$ cat config.mk
export PLATFORM = sky130hd
export DESIGN_NAME = color_shape_classifier
export DESIGN_NICKNAME = d
export VERILOG_FILES = /design/src/rtl/color_shape_classifier.sv
export SDC_FILE = /design/constraint.sdc
export NUM_CORES = 1
export LEC_CHECK = 0
export ABC_AREA = 1
export CORE_MARGIN = 2
export CORE_UTILIZATION = 35
export DETAILED_ROUTE_END_ITERATION = 10
export GPL_ROUTABILITY_DRIVEN = 1
export HOLD_SLACK_MARGIN = 0.08
export PLACE_DENSITY = 0.48
export SETUP_SLACK_MARGIN = 0.5
export SLEW_MARGIN = 5
export SYNTH_ARGS = -nofsm -noshare
export SYNTH_HDL_FRONTEND = slang
export SYNTH_SLANG_ARGS = --single-unit
$ cat constraint.sdc
create_clock -name CLK -period 15.2 [get_ports CLK]
set_input_delay 2.28 -clock CLK [delete_from_list [all_inputs] [get_ports CLK]]
set_output_delay 2.28 -clock CLK [all_outputs]
set_load 0.02 [all_outputs]
$ cat src/rtl/color_shape_classifier.sv
// ============================================================================
// Module   : color_shape_classifier
// Purpose  : Per-frame red/blue ROI pixel counter with colour and shape
//            classification, reporting one result strobe per frame end.
// Revision : 1.0  initial release
// ============================================================================
`default_nettype none

module color_shape_classifier #(
    parameter int         SCREEN_WIDTH  = 176,
    parameter int         SCREEN_HEIGHT = 144,
    parameter int         ROI_X0        = 38,
    parameter int         ROI_X1        = 138,
    parameter int         ROI_Y0        = 24,
    parameter int         ROI_Y1        = 120,
    parameter int         CNT_W         = 16,
    parameter logic [2:0] R_MIN         = 3'd4,
    parameter logic [1:0] B_MIN         = 2'd2,
    parameter int         TOL_SHIFT     = 3
) (
    input  logic             CLK,
    input  logic             RST_N,
    input  logic [7:0]       PIXEL_IN,
    input  logic [9:0]       VGA_PIXEL_X,
    input  logic [9:0]       VGA_PIXEL_Y,
    input  logic             VGA_HREF_NEG,
    input  logic             VGA_VSYNC_NEG,
    input  logic [CNT_W-1:0] R_THRESH,
    input  logic [CNT_W-1:0] B_THRESH,
    output logic [1:0]       RESULT_COLOR,
    output logic [1:0]       RESULT_SHAPE,
    output logic             RESULT_VALID,
    output logic [7:0]       FRAME_CNT
);

    localparam int         c_BAND_H = (ROI_Y1 - ROI_Y0) / 3;
    localparam logic [9:0] c_X0     = 10'(ROI_X0);
    localparam logic [9:0] c_X1     = 10'(ROI_X1);
    localparam logic [9:0] c_Y0     = 10'(ROI_Y0);
    localparam logic [9:0] c_Y1     = 10'(ROI_Y1);
    localparam logic [9:0] c_B1     = 10'(ROI_Y0 + c_BAND_H);
    localparam logic [9:0] c_B2     = 10'(ROI_Y0 + 2 * c_BAND_H);
    // An ROI that does not fit the screen or is too short for three bands never counts.
    localparam logic       c_CFG_OK = (ROI_X0 < ROI_X1) && (ROI_X1 <= SCREEN_WIDTH) &&
                                      (ROI_Y1 - ROI_Y0 >= 3) && (ROI_Y1 <= SCREEN_HEIGHT);
    localparam logic [CNT_W-1:0] c_MAX = {CNT_W{1'b1}};

    localparam logic [1:0] c_COL_NONE = 2'b00;
    localparam logic [1:0] c_COL_RED  = 2'b01;
    localparam logic [1:0] c_COL_BLUE = 2'b10;
    localparam logic [1:0] c_SHP_UNK  = 2'b00;
    localparam logic [1:0] c_SHP_TRI  = 2'b01;
    localparam logic [1:0] c_SHP_SQR  = 2'b10;
    localparam logic [1:0] c_SHP_DIA  = 2'b11;

    logic [CNT_W-1:0] r_red_cnt  [3];
    logic [CNT_W-1:0] r_blu_cnt  [3];
    logic [CNT_W-1:0] r_red_snap [3];
    logic [CNT_W-1:0] r_blu_snap [3];
    logic [CNT_W-1:0] r_rth;
    logic [CNT_W-1:0] r_bth;
    logic             r_vs_hist;
    logic             r_pend;

    logic             w_in_roi;
    logic             w_count;
    logic             w_red;
    logic             w_blue;
    logic [1:0]       w_band;
    logic             w_event;
    logic             w_unused_green;

    assign w_unused_green = ^PIXEL_IN[4:2];

    assign w_in_roi = c_CFG_OK &&
                      (VGA_PIXEL_X >= c_X0) && (VGA_PIXEL_X < c_X1) &&
                      (VGA_PIXEL_Y >= c_Y0) && (VGA_PIXEL_Y < c_Y1);
    assign w_count  = VGA_HREF_NEG && w_in_roi;
    assign w_red    = w_count && (PIXEL_IN[7:5] >= R_MIN) && (PIXEL_IN[1:0] < B_MIN);
    assign w_blue   = w_count && (PIXEL_IN[1:0] >= B_MIN) && (PIXEL_IN[7:5] < R_MIN);
    assign w_band   = (VGA_PIXEL_Y < c_B1) ? 2'd0 :
                      (VGA_PIXEL_Y < c_B2) ? 2'd1 : 2'd2;
    assign w_event  = VGA_VSYNC_NEG && !r_vs_hist;

    // History resets high so a VSYNC already asserted at release is not a frame end.
    always_ff @(posedge CLK or negedge RST_N) begin
        if (!RST_N) begin
            r_vs_hist <= 1'b1;
            r_pend    <= 1'b0;
        end else begin
            r_vs_hist <= VGA_VSYNC_NEG;
            r_pend    <= w_event;
        end
    end

    // On a frame end the live counts move to the snapshot and restart from zero,
    // so a pixel qualifying on that same cycle belongs to neither frame.
    always_ff @(posedge CLK or negedge RST_N) begin
        if (!RST_N) begin
            for (int i = 0; i < 3; i++) begin
                r_red_cnt[i]  <= '0;
                r_blu_cnt[i]  <= '0;
                r_red_snap[i] <= '0;
                r_blu_snap[i] <= '0;
            end
            r_rth <= '0;
            r_bth <= '0;
        end else if (w_event) begin
            for (int i = 0; i < 3; i++) begin
                r_red_snap[i] <= r_red_cnt[i];
                r_blu_snap[i] <= r_blu_cnt[i];
                r_red_cnt[i]  <= '0;
                r_blu_cnt[i]  <= '0;
            end
            r_rth <= R_THRESH;
            r_bth <= B_THRESH;
        end else begin
            for (int i = 0; i < 3; i++) begin
                if (w_red && (w_band == 2'(i)) && (r_red_cnt[i] != c_MAX))
                    r_red_cnt[i] <= r_red_cnt[i] + 1'b1;
                if (w_blue && (w_band == 2'(i)) && (r_blu_cnt[i] != c_MAX))
                    r_blu_cnt[i] <= r_blu_cnt[i] + 1'b1;
            end
        end
    end

    logic [CNT_W+1:0] w_rsum;
    logic [CNT_W+1:0] w_bsum;
    logic [CNT_W-1:0] w_rtot;
    logic [CNT_W-1:0] w_btot;
    logic             w_red_ok;
    logic             w_blue_ok;
    logic [1:0]       w_color;
    logic [1:0]       w_shape;
    logic [CNT_W-1:0] w_t;
    logic [CNT_W-1:0] w_m;
    logic [CNT_W-1:0] w_b;
    logic [CNT_W-1:0] w_tot;
    logic [CNT_W-1:0] w_tol;
    logic [CNT_W-1:0] w_mx;
    logic [CNT_W-1:0] w_mn;

    assign w_rsum = {2'b00, r_red_snap[0]} + {2'b00, r_red_snap[1]} + {2'b00, r_red_snap[2]};
    assign w_bsum = {2'b00, r_blu_snap[0]} + {2'b00, r_blu_snap[1]} + {2'b00, r_blu_snap[2]};
    assign w_rtot = (w_rsum > {2'b00, c_MAX}) ? c_MAX : w_rsum[CNT_W-1:0];
    assign w_btot = (w_bsum > {2'b00, c_MAX}) ? c_MAX : w_bsum[CNT_W-1:0];
    assign w_red_ok  = w_rtot > r_rth;
    assign w_blue_ok = w_btot > r_bth;

    always_comb begin
        w_color = c_COL_NONE;
        if (w_red_ok && w_blue_ok)
            w_color = (w_rtot >= w_btot) ? c_COL_RED : c_COL_BLUE;
        else if (w_red_ok)
            w_color = c_COL_RED;
        else if (w_blue_ok)
            w_color = c_COL_BLUE;
    end

    always_comb begin
        w_t   = (w_color == c_COL_BLUE) ? r_blu_snap[0] : r_red_snap[0];
        w_m   = (w_color == c_COL_BLUE) ? r_blu_snap[1] : r_red_snap[1];
        w_b   = (w_color == c_COL_BLUE) ? r_blu_snap[2] : r_red_snap[2];
        w_tot = (w_color == c_COL_BLUE) ? w_btot : w_rtot;
        w_tol = w_tot >> TOL_SHIFT;
        w_mx  = w_t;
        w_mn  = w_t;
        if (w_m > w_mx) w_mx = w_m;
        if (w_b > w_mx) w_mx = w_b;
        if (w_m < w_mn) w_mn = w_m;
        if (w_b < w_mn) w_mn = w_b;
        w_shape = c_SHP_UNK;
        if (w_color == c_COL_NONE)
            w_shape = c_SHP_UNK;
        else if ((w_mx - w_mn) <= w_tol)
            w_shape = c_SHP_SQR;
        else if ((w_t < w_m) && (w_m < w_b))
            w_shape = c_SHP_TRI;
        else if ((w_m > w_t) && (w_m > w_b))
            w_shape = c_SHP_DIA;
    end

    always_ff @(posedge CLK or negedge RST_N) begin
        if (!RST_N) begin
            RESULT_COLOR <= 2'b00;
            RESULT_SHAPE <= 2'b00;
            RESULT_VALID <= 1'b0;
            FRAME_CNT    <= 8'd0;
        end else if (r_pend) begin
            RESULT_COLOR <= w_color;
            RESULT_SHAPE <= w_shape;
            RESULT_VALID <= 1'b1;
            FRAME_CNT    <= FRAME_CNT + 8'd1;
        end else begin
            RESULT_VALID <= 1'b0;
        end
    end

endmodule

`default_nettype wire

# Word level (Yosys, flattened, before mapping)
# Index checks and enable logic that the tools add are counted.
# op_classes
n_addsub	12
order_cmp	23
n_eq_ne	9
n_mux	29
n_reduce_logical	33
# op_table
cell	count
16-bit two-way mux	16
16-bit by 1-bit adder with 16-bit output, second input constant	6
48-bit two-way mux	2
16-bit inequality test, second input constant	6
16-bit greater-than comparator	5
16-bit < comparator	4
17-bit by 16-bit adder with 18-bit output	2
18-bit by 16-bit greater-than comparator with 1-bit output, second input constant	2
16-bit by 16-bit adder with 17-bit output	2
1-bit logical AND	24
10-bit by 7-bit < comparator with 1-bit output, second input constant	2
2-bit two-way mux	10
16-bit >= comparator	1
16-bit by 13-bit <= comparator with 1-bit output	1
16-bit subtractor	1
2-bit nonzero test	6
10-bit by 5-bit >= comparator with 1-bit output, second input constant	1
10-bit by 6-bit >= comparator with 1-bit output, second input constant	1
10-bit by 6-bit < comparator with 1-bit output, second input constant	1
10-bit by 8-bit < comparator with 1-bit output, second input constant	1
8-bit by 1-bit adder with 8-bit output, second input constant	1
2-bit == test, second input constant	2
2-bit logical NOT	2
3-bit >= comparator, second input constant	1
other kinds (6)	6
# totals
ff_bits	239
inputBits	64
output_inout_bits	13
word_cells	126

# Logic depth before layout (Yosys ltp)
# Gate-level depths: netlist (run 1).
# depth
ltp_word	18
depth_mapped	88
ltp_nobuf	82

# Least setup slack after synthesis (run 1)
# OpenSTA, ideal clock, no wires.
# synth_path
path_kind	reg2reg
start	reg r_red_snap[1] in the netlist's numbering
end	reg RESULT_SHAPE[0]
setup_ns	0.117
arrival_ns	10.798
required_ns	15.083
slack_ns	4.284
path_stages_with_launch	70
path_buffers	8
path_cell_list	dfrtp_1 -> inv_1 -> fa_1 -> inv_1 -> ha_1 -> fa_1 -> nand3_1 -> nand2_1 -> nand2_1 -> nand2_1 -> a21oi_2 -> nand2_1 -> inv_1 -> clkbuf_1 -> nand2_1 -> ha_1 -> inv_1 -> nor4_1 -> (+34 left out) -> a21oi_1 -> o21bai_1 -> a21oi_1 -> o21ai_0 -> a21oi_1 -> o21bai_1 -> nand2_1 -> inv_1 -> nor2_1 -> ha_1 -> a21oi_1 -> o221ai_1 -> a21oi_1 -> nor2_1 -> nor4_1 -> nand3_2 -> nand3_1 -> nand2_1
# synth_between
elab_chain_len	16
# synth_rtl
item	line	text
from (decl)	58	logic [CNT_W-1:0] r_red_snap [3];
from (signal, indexed assignment)	110	r_red_snap[i] <= r_red_cnt[i];
17-bit by 16-bit adder with 18-bit output	143	assign w_rsum = {2'b00, r_red_snap[0]} + {2'b00, r_red_snap[1]} + {2'b00, r_red_snap[2]};
18-bit by 16-bit greater-than comparator with 1-bit output	145	assign w_rtot = (w_rsum > {2'b00, c_MAX}) ? c_MAX : w_rsum[CNT_W-1:0];
16-bit two-way mux	145	
16-bit greater-than comparator or 16-bit >= comparator (tied branches)	147, 153	
2-bit two-way mux (tied with other cells)	154	else if (w_red_ok)
2-bit two-way mux	152	if (w_red_ok && w_blue_ok)
2-bit == test	-	
16-bit two-way mux (on tied branches)	162, 161	
16-bit greater-than comparator or 16-bit < comparator (tied branches)	168, 179, 170	
16-bit two-way mux (on tied branches)	168, 170	
16-bit greater-than comparator or 16-bit < comparator (tied branches)	169, 171	
16-bit two-way mux (on tied branches)	169, 171	
16-bit subtractor	175	else if ((w_mx - w_mn) <= w_tol)
16-bit by 13-bit <= comparator with 1-bit output	175	
2-bit two-way mux	175	
2-bit two-way mux (*)	173	if (w_color == c_COL_NONE)
to (signal assigned)	191	RESULT_SHAPE <= w_shape;
to (decl)	31	output logic [1:0] RESULT_SHAPE,
# Mark *: on every way between the ends. The rest lies on a longest branch, timed or not.
# A chain may end at the register's enable or synchronous reset.

# Final worst setup path (run 1)
# Same ends and word-level chain as after synthesis.

==> results of run 1 <==
[logic make-up (layout without fill, tap and decap cells)]
family / Yosys count / after routing
DFF: 239 / 239
and+or+nand+nor: 936 / 936
adders and majority gates: 205 / 205
muxes: 12 / 12
buffers and inverters: 379 / 448
xor gates and xnor gates: 40 / 40
AOI/OAI and AO/OA: 492 / 492
[layer usage]
layer | vias up | wire, µm
met1 | 7174 | 24900
met4 | 0 | 1300
met3 | 77 | 2130
met5 | - | 0
met2 | 292 | 23900
li1 | 7731 | -
[synth_stat cells (3+ instances only)]
cell type | n | area (µm²)
sky130_fd_sc_hd__a221oi_1 | 6 | 52.6
sky130_fd_sc_hd__ha_1 | 170 | 2130
sky130_fd_sc_hd__buf_2 | 5 | 25.0
sky130_fd_sc_hd__inv_2 | 3 | 11.3
sky130_fd_sc_hd__nor4_1 | 12 | 75.1
sky130_fd_sc_hd__o21bai_1 | 15 | 113
sky130_fd_sc_hd__a211oi_1 | 22 | 165
sky130_fd_sc_hd__or2_2 | 13 | 81.3
sky130_fd_sc_hd__inv_1 | 311 | 1170
sky130_fd_sc_hd__a21oi_2 | 3 | 26.3
sky130_fd_sc_hd__clkbuf_1 | 56 | 210
sky130_fd_sc_hd__a21oi_1 | 136 | 681
sky130_fd_sc_hd__nor3b_1 | 4 | 30.0
sky130_fd_sc_hd__a31oi_1 | 10 | 62.6
sky130_fd_sc_hd__o21ai_0 | 247 | 1240
sky130_fd_sc_hd__nor3_1 | 61 | 305
sky130_fd_sc_hd__o221ai_1 | 3 | 26.3
sky130_fd_sc_hd__fa_1 | 35 | 701
sky130_fd_sc_hd__o21ai_1 | 16 | 80.1
sky130_fd_sc_hd__mux2i_1 | 12 | 120
sky130_fd_sc_hd__nand2_2 | 9 | 56.3
sky130_fd_sc_hd__and3_1 | 5 | 31.3
sky130_fd_sc_hd__nand4_1 | 34 | 213
sky130_fd_sc_hd__o221a_2 | 4 | 45.0
sky130_fd_sc_hd__nand2_1 | 569 | 2140
sky130_fd_sc_hd__xnor2_1 | 15 | 131
sky130_fd_sc_hd__nand3_1 | 80 | 400
sky130_fd_sc_hd__dfrtp_1 | 238 | 5960
sky130_fd_sc_hd__o21a_1 | 8 | 60.1
sky130_fd_sc_hd__a311oi_1 | 4 | 35.0
sky130_fd_sc_hd__nor2_1 | 137 | 514
sky130_fd_sc_hd__nand2_4 | 6 | 67.6
sky130_fd_sc_hd__xor2_1 | 25 | 219
[stage by stage]
stage / power (mW) / hold WS (ps)
after floorplan: 1.24 / 352
after global placement: 1.42 / 455
after detailed placement: 1.43 / 464
after CTS: 2.20 / 476
after global routing: 2.34 / 502
final: 2.17 / 467
[layout make-up]
class	instances	area [µm²]	area share [%]
Clock inverter	10	143	0.720
Tap cell	664	831	4.19
Timing Repair Buffer	77	761	3.84
Sequential cell	239	5980	30.2
Multi-Input combinational cell	1685	10000	50.5
Clock buffer	46	901	4.54
Inverter	315	1190	6.00
[what timing repair did]
action	CTS	global route
gates resized for setup	0	3
hold buffers	0	0
endpoints found under the setup margin	0	2
[worst max path at each step]
stage	start	to	slack (ps)	cells after the start
after floorplan	r_red_snap[1]	RESULT_SHAPE[0]	4280	69
after global placement	r_blu_snap[1]	RESULT_SHAPE[0]	1780	60
after detailed placement	r_blu_snap[1]	RESULT_SHAPE[0]	1700	60
after CTS	r_blu_snap[1]	RESULT_SHAPE[0]	1650	60
after global routing	r_red_snap[1]	RESULT_SHAPE[0]	560	61
final	r_red_snap[1]	RESULT_SHAPE[0]	1810	61
[power by group]
part           internal, mW  leakage, nW  switching [mW]  total [mW]
Sequential            0.657         3.27          0.0151       0.672
Combinational         0.294         6.19           0.452       0.746
Clock                 0.457        0.512           0.293       0.750
[registers in the layout, indices dropped and copies added (netlist names)]
signal        count
RESULT_COLOR      2
r_red_cnt        48
FRAME_CNT         8
r_bth            16
r_red_snap       48
r_pend            1
r_blu_cnt        48
r_blu_snap       48
r_rth            16
RESULT_SHAPE      2
RESULT_VALID      1
r_vs_hist         1
[worst max-delay path: cells and delay by family, from the launching register on]
kind | cells | cell delay (ps)
simple gates | 29 | 4690
flops | 1 | 320
buf+inv | 8 | 1630
fa+ha+maj | 8 | 2990
compound gates | 16 | 3600
==> run_results.csv, run 1 <==
group,metric,value,unit
outcome,status,"complete, no violations",
floorplanning,rows,81,
floorplanning,die_x,227,µm
timing,least_setup_slack_across_all_paths_after_layout,1810,ps
worst_setup_path,path_class,"flop to flop",
timing,timing_hold_violations_final,0,
power_and_ir_drop,power_per_cell_area,109,nW/µm²
floorplanning,core_region_area,49100,µm²
logic_synthesis,synth-edff-count,0,
logic_synthesis,synth_cells,2303,
timing,final.setup_skew,21.9,ps
worst_hold_path,worst_hold_path.endpoint,"FRAME_CNT[7]",
worst_setup_path,cp_slowest_stage_delay,610,ps
placement,replace_congestion,0.877,
placement,pre_cts_ws,1700,ps
floorplanning,initial_utilization,35.5,%
clocking,clk-insertion-delay-late,590,ps
worst_setup_path,cpMaxStageDelayCell,"sky130_fd_sc_hd__o21ai_4",
detailed_routing,wire_length_per_cell,17.2,µm
clocking,clk_path_buf_depth,3,
worst_setup_path,reg2reg_from,"r_red_snap[1]",
global_routing,vias_in_the_first_global_route,14700,
floorplanning,die-area,51600,µm²
worst_hold_path,hold_class,"flop to flop",
layout,area_growth_from_synthesis_to_layout,13.8,%
placement,place_hpwl,41400,µm
timing,grt_setup_unrepaired,"false",
timing,fmaxAchievable,0.0747,GHz
global_routing,antenna_found_initial,0,
worst_setup_path,reg2reg_depth,61,
logic_synthesis,synth_sequential_area_ratio,34.3,%
logic_synthesis,synth_ff_type,"sky130_fd_sc_hd__dfrtp_1",
detailed_routing,initialDrtViolationCount,912,
layout,utilization,40.4,%
timing,slew_violations,0,
clocking,cts_buffers,30,
worst_setup_path,critical_path.most_common_cell,"sky130_fd_sc_hd__nand2_1",
logic_synthesis,main_combinational_cell_family_by_area_after_synthesis,"simple AND/OR/NAND/NOR gates",
layout,finish.cell_count_without_fillers,3036,
logic_synthesis,synthesis.area_per_instance,7.57,µm²
detailed_routing,vias_per_cell,5.03,
layout,antenna_cells,0,
clocking,clock_sinks,239,
floorplanning,i_o_pin_cnt,77,
placement,port_buffers,66,
logic_synthesis,post_synth_xor_area_fraction,2.01,%
global_routing,gr-usage-met2,34.1,%
global_routing,grt_busiest_layer,"met2",
logic_synthesis,asyncSetResetFlopFracSynth,100,%
timing,timing.final.crit_share,88.1,%
logic_synthesis,postSynthNetCount,2572,
global_routing,grtUsageTotal,20.5,%
logic_synthesis,synth_compound_area_share,15.8,%
logic_synthesis,synth_fa_ha_area_share,16.2,%
worst_setup_path,worst-r2r-setup-slack,1810,ps
timing,slew_headroom,27.2,%
worst_hold_path,number_of_stages_on_the_worst_hold_path,1,
placement,placed_cells_incl_taps,2980,
worst_setup_path,worstPathRequired,15660,ps
timing,max_slew.worst_pin.slew,1080,ps
clocking,root_buffer_cell,"sky130_fd_sc_hd__clkbuf_16",
timing,timing.final.crit_period,13390,ps
logic_synthesis,fraction_of_synthesized_area_in_multiplexers,0.689,%
clocking,htreeDepth,1,
worst_hold_path,hp-start,"FRAME_CNT[7]",
worst_setup_path,worstPathArrival,13840,ps
global_routing,grt_util_met1,28.4,%
worst_setup_path,worstPathMaxFanout,38,
logic_synthesis,ys_ff_latch,239,
worst_setup_path,crit_path_start_kind,"flop",
clocking,cts_setup_buffers,0,
worst_setup_path,critical_path.reg2reg.endpoint,"RESULT_SHAPE[0]",
layout,filler_cells_inserted,5216,
placement,placed_cell_area,18800,µm²
global_routing,met3_usage,2.40,%
logic_synthesis,synthSimpleGateAreaFrac,22.7,%
layout,num-nets-final,2617,
floorplanning,die_height,227,µm
logic_synthesis,synth.yosys.warnings,0,
detailed_routing,drtAntennaViolNets,0,
global_routing,grt_first_pass_wirelength,81900,µm
detailed_routing,post-route-drc-count,0,
detailed_routing,detailroute.via_count,15300,
worst_setup_path,critPathCaptureType,"flop",
job,maxCapViolCount,0,
detailed_routing,total_routed_length,52200,µm
timing,report.final.setup_viol,0,
layout,layout.cells.most_common_list,"sky130_fd_sc_hd__nand2_1 (569), sky130_fd_sc_hd__inv_1 (309), sky130_fd_sc_hd__o21ai_0 (247)",
detailed_routing,detailed_routing_iteration_count_for_the_pre_antenna_repair_pass,5,
logic_synthesis,synth.cell_area,17400,µm²
global_routing,globalRoute.totalOverflow,0,
layout,layout.cells.most_common,"sky130_fd_sc_hd__nand2_1",
global_routing,grt_start_max_net_pins,163,
clocking,tritoncts,"built",
layout,stdcell_area,19800,µm²
layout,drive_gt1_share,4.81,%
power_and_ir_drop,power.ir.vdd_worst,0.0808,mV
power_and_ir_drop,leakage,9.97,nW
timing,totalNegativeSetupSlack,0,ps
clocking,cts.clk_slew.worst_paths,60,ps
logic_synthesis,netlist-cell-type-count,54,
(Power assumes the default switching activity.)
==> inputs of run 2 (changes only) <==
--- a/config.mk
+++ b/config.mk
@@ -13,6 +13,7 @@
 export HOLD_SLACK_MARGIN = 0.08
 export PLACE_DENSITY = 0.48
 export SETUP_SLACK_MARGIN = 0.5
+export SKIP_LAST_GASP = 1
 export SLEW_MARGIN = 5
 export SYNTH_ARGS = -nofsm -noshare
 export SYNTH_HDL_FRONTEND = slang
==> results of run 2 <==
Final layout, timing and power as in run 1 (identical DEF).
==> inputs of run 3 (changes only) <==
--- a/config.mk
+++ b/config.mk
@@ -8,9 +8,11 @@
 export ABC_AREA = 1
 export CORE_MARGIN = 2
 export CORE_UTILIZATION = 35
+export CTS_CLUSTER_DIAMETER = 40
 export DETAILED_ROUTE_END_ITERATION = 10
 export GPL_ROUTABILITY_DRIVEN = 1
 export HOLD_SLACK_MARGIN = 0.08
+export MAX_ROUTING_LAYER = met4
 export PLACE_DENSITY = 0.48
 export SETUP_SLACK_MARGIN = 0.5
 export SKIP_LAST_GASP = 1
==> run 3 against run 2 <==
Effect of this change: worst setup slack worse by 180 ps; routed wire length up 0.78%; largest power group unchanged; critical path type unchanged; largest cell class unchanged; non-clock buffer count unchanged.
==> run_results.csv, run 3 (same netlist as run 1, synthesis figures left out) <==
group,metric,value,unit
timing,fmaxAchievable,0.0737,GHz
power_and_ir_drop,power_switching_share,33.6,%
worst_setup_path,critPathCaptureType,"flop",
detailed_routing,detailroute.via_count,15300,
worst_setup_path,cpMaxStageDelayCell,"sky130_fd_sc_hd__o21ai_0",
worst_setup_path,worstPathArrival,14040,ps
floorplanning,die_height,227,µm
timing,timing.final.crit_period,13570,ps
worst_setup_path,timing.critical_path.buf_inv,7,
placement,replace_congestion,0.888,
worst_setup_path,worstPathRequired,15670,ps
timing,grt_setup_unrepaired,"false",
detailed_routing,drtAntennaViolNets,0,
clocking,cts_buffers,49,
timing,timing_hold_violations_final,0,
worst_setup_path,cp_slowest_stage_delay,850,ps
global_routing,grt_first_pass_wirelength,83500,µm
timing,timing.final.crit_share,89.3,%
placement,place_hpwl,41500,µm
clocking,clk-insertion-delay-late,590,ps
clocking,cts.hold.buffers_added,0,
power_and_ir_drop,power.net_switching,0.855,mW
worst_setup_path,worstPathMaxFanout,39,
global_routing,grt_start_max_net_pins,104,
power_and_ir_drop,sequentialPowerShare,26.4,%
layout,antenna_cells,0,
floorplanning,die-area,51600,µm²
clocking,tritoncts,"built",
power_and_ir_drop,leakage,10.3,nW
layout,stdcell_area,20500,µm²
timing,slew_headroom,29.7,%
detailed_routing,total_routed_length,52600,µm
timing,report.final.setup_viol,0,
worst_setup_path,timing.critical_path.max_delay_family,"compound AO/OA/AOI/OAI gates",
floorplanning,core_region_area,49100,µm²
detailed_routing,initialDrtViolationCount,859,
placement,port_buffers,66,
timing,final.setup_skew,11.6,ps
detailed_routing,vias_per_cell,4.99,
timing,totalNegativeSetupSlack,0,ps
placement,placed_cell_area,18800,µm²
placement,placed_cells_incl_taps,2980,
worst_setup_path,crit_path_start_kind,"flop",
clocking,htreeDepth,2,
global_routing,antenna_found_initial,0,
clocking,clock_sinks,239,
power_and_ir_drop,power.ir.vdd_worst,0.0714,mV
clocking,clk_path_buf_depth,3,
floorplanning,die_x,227,µm
floorplanning,initial_utilization,35.5,%
layout,layout.cells.most_common,"sky130_fd_sc_hd__nand2_1",
floorplanning,rows,81,
clocking,cts.clk_slew.worst_paths,50,ps
job,maxCapViolCount,0,
detailed_routing,post-route-drc-count,0,
clocking,cts_setup_buffers,0,
worst_hold_path,hold_class,"flop to flop",
global_routing,grtUsageTotal,21.7,%
timing,max_slew.worst_pin.slew,1050,ps
clocking,postCtsResizedCells,0,
global_routing,vias_in_the_first_global_route,15200,
clocking,root_buffer_cell,"sky130_fd_sc_hd__clkbuf_16",
floorplanning,i_o_pin_cnt,77,
detailed_routing,detailed_routing_iteration_count_for_the_pre_antenna_repair_pass,6,
timing,slew_violations,0,
worst_setup_path,worst-r2r-setup-slack,1630,ps
power_and_ir_drop,power_frac_clock,44.2,%
detailed_routing,wire_length_per_cell,17.1,µm
power_and_ir_drop,cell_internal_pwr,1.69,mW
layout,drive_gt1_share,6.15,%
worst_setup_path,critical_path.most_common_cell,"sky130_fd_sc_hd__nand2_1",
power_and_ir_drop,comb_power_share,29.3,%
layout,finish.cell_count_without_fillers,3071,
worst_setup_path,path_class,"flop to flop",
layout,area_growth_from_synthesis_to_layout,17.7,%
layout,layout.cells.most_common_list,"sky130_fd_sc_hd__nand2_1 (569), sky130_fd_sc_hd__inv_1 (310), sky130_fd_sc_hd__o21ai_0 (247)",
outcome,status,"complete, no violations",
layout,num-nets-final,2636,
power_and_ir_drop,power_per_cell_area,124,nW/µm²
global_routing,globalRoute.totalOverflow,0,
layout,filler_cells_inserted,5042,
-- run 3: cell types whose count changed in the layout (fill, tap and decap cells not counted), sizes merged --
cell      previous run  this run
clkbuf              46        64
inv                313       316
clkinv               7        12
clkinvlp             2         8
bufinv               3         6
-- run 3: metrics by stage --
stage	setup WS [ps]	utilization [%]	total power [mW]	hold slack (ps)
after CTS	1640	41.8	2.59	472
after floorplan	4280	-	1.24	352
final	1630	41.8	2.55	467
after global placement	1780	38.2	1.42	457
after global routing	523	41.8	2.73	494
after detailed placement	1650	38.2	1.44	462
-- run 3: worst register-to-register path, delay by kind of cell, from the launching register on --
kind	cells	cell delay [ps]
buffers and inverters	7	680
flip-flops	1	370
adder cells (fa/ha/maj)	8	2730
AO/OA/AOI/OAI	22	5600
AND/OR/NAND/NOR	24	4070
-- run 3: routing by layer --
metal / track usage [%] / vias to the layer above / share of wire (%)
li1: - / 7765 / -
met1: 28.5 / 7225 / 48
met2: 34.8 / 255 / 46
met3: 2.62 / 87 / 3.4
met4: 7.06 / 0 / 3.0
met5: - / - / 0
-- run 3: layout make-up --
cell class                 count  area [µm²]  area share (%)
clock inverter                27         375            1.83
multi-input combinational   1685       10000            48.8
sequential                   239        5980            29.2
clock buffer                  64        1370            6.69
timing repair buffer          77         748            3.65
tap                          664         831            4.05
inverter                     315        1180            5.78
-- run 3: final timing paths --
kind	endpoint	cells after the start	startpoint
max	RESULT_SHAPE[0]	61	r_blu_snap[1]
min reg2reg	FRAME_CNT[7]	1	FRAME_CNT[7]
max in group asynchronous	r_red_snap[45]	3	RST_N
min	FRAME_CNT[7]	1	FRAME_CNT[7]
min in group asynchronous	r_bth[12]	1	RST_N
max reg2reg	RESULT_SHAPE[0]	61	r_blu_snap[1]
-- run 3: power by group through the flow --
stage,Clock (mW),Combinational (mW),Sequential [mW]
2_1_floorplan,0,0.553,0.687
3_3_place_gp,0,0.733,0.683
3_5_place_dp,0,0.752,0.684
4_1_cts,1.16,0.757,0.673
5_1_grt,1.19,0.864,0.676
6_report,1.13,0.748,0.673
